--- src/rtl/camera_capture_stream.sv ---
// Parallel camera byte-stream capture: VSYNC/HREF/D to 16-bit pixel words with addresses and frame markers.
// Optional build macro CAM_CAPTURE_STATS_EN adds frame_count and last_line_len outputs.
module camera_capture_stream #(
  parameter int H_ACTIVE = 640,
  parameter int V_ACTIVE = 480,
  parameter int ADDR_W   = 19,
  parameter int DEC_LOG2 = 0
) (
  input  logic                         PCLK,
  input  logic                         RESET,
  input  logic                         capture_en,
  input  logic                         mode_rgb,
  input  logic                         VSYNC,
  input  logic                         HREF,
  input  logic [7:0]                   D,
`ifdef CAM_CAPTURE_STATS_EN
  output logic [15:0]                  frame_count,
  output logic [11:0]                  last_line_len,
`endif
  output logic                         pix_valid,
  output logic [15:0]                  pix_data,
  output logic [7:0]                   pix_luma,
  output logic [ADDR_W-1:0]            wr_addr,
  output logic [$clog2(H_ACTIVE)-1:0]  col,
  output logic [$clog2(V_ACTIVE)-1:0]  row,
  output logic                         frame_start,
  output logic                         frame_done,
  output logic                         line_err,
  output logic                         frame_err
);

  // state   | meaning
  // WAIT_VS | idle after reset or a disabled frame; waiting for a clean frame boundary
  // ARMED   | VSYNC high; latching capture_en/mode_rgb for the next frame
  // ACTIVE  | capturing lines of an enabled frame
  localparam logic [1:0] WAIT_VS = 2'd0;
  localparam logic [1:0] ARMED   = 2'd1;
  localparam logic [1:0] ACTIVE  = 2'd2;

  localparam int COL_W = $clog2(H_ACTIVE);
  localparam int ROW_W = $clog2(V_ACTIVE);
  // Raw counters are wider than needed and saturate so over-long lines/frames never alias to legal ones.
  localparam int RC_W  = ($clog2(H_ACTIVE + 1) + 1 > 12) ? $clog2(H_ACTIVE + 1) + 1 : 12;
  localparam int RR_W  = $clog2(V_ACTIVE + 1) + 1;

  localparam logic [RC_W-1:0] H_RC  = RC_W'(H_ACTIVE);
  localparam logic [RR_W-1:0] V_RR  = RR_W'(V_ACTIVE);
  localparam logic [RC_W-1:0] CMASK = RC_W'((1 << DEC_LOG2) - 1);
  localparam logic [RR_W-1:0] RMASK = RR_W'((1 << DEC_LOG2) - 1);

  logic [1:0]        state;
  logic              en_lat;
  logic              rgb_lat;
  logic [1:0]        phase;
  logic [7:0]        byte0;
  logic              href_q;
  logic [RC_W-1:0]   raw_col;
  logic [RR_W-1:0]   raw_row;
  logic [ADDR_W-1:0] addr_cnt;
  logic              first_pix;

  logic capturing;
  logic line_kept;
  logic keep_pix;

  always_comb begin
    capturing = (state == ACTIVE) && !VSYNC;
    line_kept = (raw_row < V_RR) && ((raw_row & RMASK) == '0);
    keep_pix  = capturing && HREF && phase[0] && line_kept &&
                (raw_col < H_RC) && ((raw_col & CMASK) == '0);
  end

  always_ff @(posedge PCLK or negedge RESET) begin
    if (!RESET) begin
      state       <= WAIT_VS;
      en_lat      <= 1'b0;
      rgb_lat     <= 1'b0;
      phase       <= 2'd0;
      byte0       <= 8'd0;
      href_q      <= 1'b0;
      raw_col     <= '0;
      raw_row     <= '0;
      addr_cnt    <= '0;
      first_pix   <= 1'b0;
      pix_valid   <= 1'b0;
      pix_data    <= 16'd0;
      pix_luma    <= 8'd0;
      wr_addr     <= '0;
      col         <= '0;
      row         <= '0;
      frame_start <= 1'b0;
      frame_done  <= 1'b0;
      line_err    <= 1'b0;
      frame_err   <= 1'b0;
    end else begin
      pix_valid   <= 1'b0;
      frame_start <= 1'b0;
      frame_done  <= 1'b0;
      href_q      <= capturing && HREF;
      if (VSYNC) begin
        en_lat  <= capture_en;
        rgb_lat <= mode_rgb;
      end
      case (state)
        WAIT_VS: begin
          if (VSYNC) state <= ARMED;
        end
        ARMED: begin
          phase     <= 2'd0;
          raw_col   <= '0;
          raw_row   <= '0;
          addr_cnt  <= '0;
          first_pix <= 1'b1;
          if (!VSYNC) state <= en_lat ? ACTIVE : WAIT_VS;
        end
        ACTIVE: begin
          if (VSYNC) begin
            frame_done <= 1'b1;
            if (raw_row != V_RR) frame_err <= 1'b1;
            phase   <= 2'd0;
            raw_col <= '0;
            raw_row <= '0;
            state   <= ARMED;
          end else if (HREF) begin
            phase <= phase + 2'd1;
            if (!phase[0]) byte0 <= D;
            if (phase[0] && raw_col != '1) raw_col <= raw_col + 1'b1;
            if (keep_pix) begin
              pix_valid   <= 1'b1;
              pix_data    <= rgb_lat ? {byte0, D} : {D, byte0};
              pix_luma    <= rgb_lat ? byte0 : D;
              wr_addr     <= addr_cnt;
              col         <= COL_W'(raw_col >> DEC_LOG2);
              row         <= ROW_W'(raw_row >> DEC_LOG2);
              frame_start <= first_pix;
              first_pix   <= 1'b0;
              addr_cnt    <= addr_cnt + 1'b1;
            end
          end else begin
            phase <= 2'd0;
            if (href_q) begin
              // A dangling odd byte is simply dropped with the phase clear.
              if (raw_col != H_RC || phase[0]) line_err <= 1'b1;
              if (raw_row != '1) raw_row <= raw_row + 1'b1;
              raw_col <= '0;
            end
          end
        end
        default: state <= WAIT_VS;
      endcase
    end
  end

`ifdef CAM_CAPTURE_STATS_EN
  always_ff @(posedge PCLK or negedge RESET) begin
    if (!RESET) begin
      frame_count   <= 16'd0;
      last_line_len <= 12'd0;
    end else begin
      if (state == ACTIVE && VSYNC) frame_count <= frame_count + 16'd1;
      if (capturing && !HREF && href_q) last_line_len <= raw_col[11:0];
    end
  end
`endif

endmodule

--- config.mk ---
export PLATFORM = sky130hd
export DESIGN_NAME = camera_capture_stream
export DESIGN_NICKNAME = d
export VERILOG_FILES = /design/src/rtl/camera_capture_stream.sv
export SDC_FILE = /design/constraint.sdc
export NUM_CORES = 1
export LEC_CHECK = 0
export CORE_ASPECT_RATIO = 1.25
export CORE_MARGIN = 8
export CORE_UTILIZATION = 35
export DETAILED_ROUTE_END_ITERATION = 10
export PLACE_DENSITY_LB_ADDON = 0.05
export SLEW_MARGIN = 20
export SYNTH_ARGS = -nofsm -noshare
export SYNTH_HDL_FRONTEND = slang
export SYNTH_SLANG_ARGS = --single-unit
export TNS_END_PERCENT = 1
--- constraint.sdc ---
create_clock -name PCLK -period 2.4 [get_ports PCLK]
set_clock_uncertainty 0.2 [all_clocks]
set_input_delay 0.24 -clock PCLK [delete_from_list [all_inputs] [get_ports PCLK]]
set_output_delay 0.24 -clock PCLK [all_outputs]
set_load 0.1 [all_outputs]
==> run summary <==
CTS Root Cell: clkbuf_16
initial antenna violation count: 0
Post-synth ARST share: 1.00
Rows: 51
Seq cells post-synth: 115
RR Startpoint: state[0]
Max Slew Vio Count: 0
Post-synth EDFFs: 0
Combinational Power Share: 0.179
H-tree levels: 4
RSZ-0062 raised after global routing: true
crit path max fanout: 8
Via density: 5.13
worst vdd ir: 0.561 mV
largest family of logic cells by synthesized area: simple AND/OR/NAND/NOR gates
FF-to-FF path depth: 7
top_reg_cell synth: dfrtp_1
startpoint types: flip-flop
Max Cap Viol: 0
pin count of the biggest net entering global routing: 62
Synth Area in Compound Gates: 0.141
Reg2Reg Setup Slack: 0.17 ns
Synth Area per Inst: 9.80 sq um
vias in the first global route: 4686
worst r2r dst: addr_cnt[12]
register area share after synthesis: 0.516
xor/xnor share of the synthesized area: 0
Die Height: 157 um
cts bufs inserted: 17
Worst Setup SP: state[0]
final hold vios: 0
minimum clock period: 2.23 ns
PD cells: 789 mW/mm^2
Slew HR: 0.400
Flop pwr share: 0.369
Pint: 4180 uW
FILL cells: 1531
part of the power in the clock network: 0.452
synthesized area: 0.00557 sq mm
initial core utilization: 0.358
design area: 0.00727 sq mm
crit path capture: addr_cnt[12]
switching power total: 1560 uW
via count: 4611
crit share post-route: 0.930
clock latency on the worst-skew pair: 0.41 ns
share of layout cells above drive strength 1: 0.249
area of the die: 0.0202 sq mm
Synth Area in Adders: 0.0202
count of final setup violators: 0
drt pass-1 iters: 6
Clock transition at path regs: 0.05 ns
drt total wl: 14500 um
CTS tree: yes
I/O Pins: 81
core area: 0.0156 sq mm
Synth cell types: 51
# DRC: 0
CTS sink cnt: 115
Switching Share: 0.272
first-pass GRT wire length: 24100 um
CP required: 2.50 ns
synthesis-to-layout area growth: 30.5%
Hold Crit Class: input pin to async pin
Initial DRC Count: 263
area post-placement: 0.00661 sq mm
Achievable Freq: 0.448 GHz
global route total overflow: 0
overall routing resource usage: 0.152
Setup crit end kind: flip-flop
total negative slack: 0 ns
non-filler cells, final: 899
I/O Buffers: 80
DRT antenna net count: 0
Die X: 129 um
placed wire-length estimate: 10400 um
Routability Congestion: 0.832
area fraction in and, or, nand and nor cells after synthesis: 0.212
P_leak: 0.00350 uW
Ys Warns: 0
critical path arrival: 2.33 ns
antenna fix cells: 0
Wirelength per Cell: 16.1 um
Net Count, Synth: 592
Max clock buf depth: 2
status: complete, no violations
multiplexer area fraction after synthesis: 0.0678
crit path kind: flip-flop to flip-flop
Placed Cells: 863
Cells after Synth: 569
final net count: 697
slew at the pin closest to its max-slew limit: 0.900 ns
-- area by class of cell --
| type | instances | area, sq um | share of cell area |
|---|---|---|---|
| tap | 212 | 265 | 0.0365 |
| sequential | 115 | 2880 | 0.396 |
| multi-input combinational | 403 | 2460 | 0.338 |
| clock inverter | 9 | 126 | 0.0174 |
| inverter | 12 | 45.0 | 0.00619 |
| timing repair buffer | 125 | 1010 | 0.139 |
| clock buffer | 23 | 488 | 0.0671 |
-- synth_stat cells, drive strengths merged (2+ instances only) --
| cell type | n | area share |
|---|---|---|
| a41oi | 3 | 0.0047 |
| mux2 | 14 | 0.028 |
| a21oi | 2 | 0.0018 |
| nor3 | 11 | 0.0099 |
| ha | 9 | 0.020 |
| buf | 16 | 0.020 |
| mux2i | 22 | 0.040 |
| nor3b | 2 | 0.0027 |
| a21boi | 2 | 0.0027 |
| and3 | 7 | 0.0079 |
| nor4b | 2 | 0.0031 |
| clkbuf | 23 | 0.015 |
| a2111oi | 3 | 0.0047 |
| or4 | 5 | 0.0067 |
| o21ai | 37 | 0.033 |
| and2 | 4 | 0.0045 |
| a31oi | 19 | 0.021 |
| nand3 | 24 | 0.022 |
| nand2b | 3 | 0.0034 |
| o31ai | 9 | 0.012 |
| o22a | 14 | 0.022 |
| nor4 | 7 | 0.014 |
| or2 | 2 | 0.0022 |
| nand2 | 137 | 0.092 |
| a21o | 7 | 0.0094 |
| inv | 11 | 0.0074 |
| o41ai | 3 | 0.0047 |
| nor4bb | 2 | 0.0036 |
| dfrtp | 115 | 0.52 |
| nor2b | 2 | 0.0022 |
| nor2 | 14 | 0.0094 |
| nand4 | 12 | 0.013 |
| and4 | 6 | 0.0094 |
| o21a | 3 | 0.0040 |
| a31o | 6 | 0.0094 |
-- flip-flops by register name, summed over array words and instances (netlist names), 2 cells and up --
register  flops
addr_cnt     19
wr_addr      19
pix_data     16
raw_col      12
col          10
raw_row      10
row           9
byte0         8
state         2
-- metal layers --
layer  global-route usage  vias to the layer above  wire [um]
li1                     -                     2248          -
met1                0.172                     2254       6160
met2                0.266                       92       7490
met3               0.0393                       17        587
met4               0.0578                        0        212
met5                    0                        -          0
-- cell families (layout without fill, tap and decap cells) --
family | count (synthesis) | count (layout)
AND/OR/NAND/NOR | 243 | 243
AO/OA/AOI/OAI | 115 | 115
flip-flops | 115 | 115
buffers and inverters | 51 | 169
multiplexers | 36 | 36
adder cells (fa/ha/maj) | 9 | 9
-- cell usage in the layout, fill, tap and decap left out, drive strengths merged, types with 4 or more instances in the layout --
cell,Yosys,routed
mux2i,22,22
nor4,7,7
dfrtp,115,115
o22a,14,14
nand2,137,137
and4,6,6
mux2,14,14
o21ai,37,37
a21o,7,7
nand4,12,12
nand3,24,24
clkinv,1,6
clkbuf,23,23
inv,11,11
a31oi,19,19
and3,7,7
o31ai,9,9
a31o,6,6
or4,5,5
buf,16,112
clkdlybuf4s50,0,12
and2,4,4
ha,9,9
nor2,14,14
nor3,11,11
-- worst max-delay path: stages, from the launching register on --
cell      delay [ns]
dfrtp_1         0.37
inv_1           0.10
ha_2            0.22
nand3b_1        0.22
nor4_4          0.34
buf_6           0.17
mux2_2          0.33
a21o_1          0.18
-- how the worst min path moves through the flow --
stage / startpoint / to
2_1_floorplan: RESET / addr_cnt[0]
3_3_place_gp: RESET / pix_data[10]
3_5_place_dp: RESET / pix_data[10]
4_1_cts: RESET / pix_data[10]
5_1_grt: RESET / pix_data[10]
6_report: RESET / pix_data[10]
-- stage by stage --
stage | setup WS (ns) | util | power, uW | hold WS, ns
final | 0.168 | 0.467 | 5740 | 0.0910
after global routing | -0.0000968 | 0.467 | 5990 | 0.109
after CTS | 0.0930 | 0.464 | 5800 | 0.0911
after detailed placement | 0.0156 | 0.424 | 3170 | -0.0196
after global placement | 0.0692 | 0.424 | 3150 | -0.0217
after floorplan | 0.0496 | - | 2810 | -0.256
-- power groups by stage --
stage / clock network [uW] / registers (uW) / logic (uW)
2_1_floorplan: 0 / 2260 / 545
3_3_place_gp: 0 / 2150 / 1000
3_5_place_dp: 0 / 2150 / 1020
4_1_cts: 2660 / 2120 / 1020
5_1_grt: 2740 / 2140 / 1110
6_report: 2600 / 2120 / 1030
-- repair_timing --
action                                 in CTS  in global routing
hold buffers                                1                  0
gates resized for setup                     0                  7
endpoints found under the hold margin      84                  0
setup endpoints to repair                   0                 19
setup buffers                               0                  3
(Power assumes the default switching activity.)
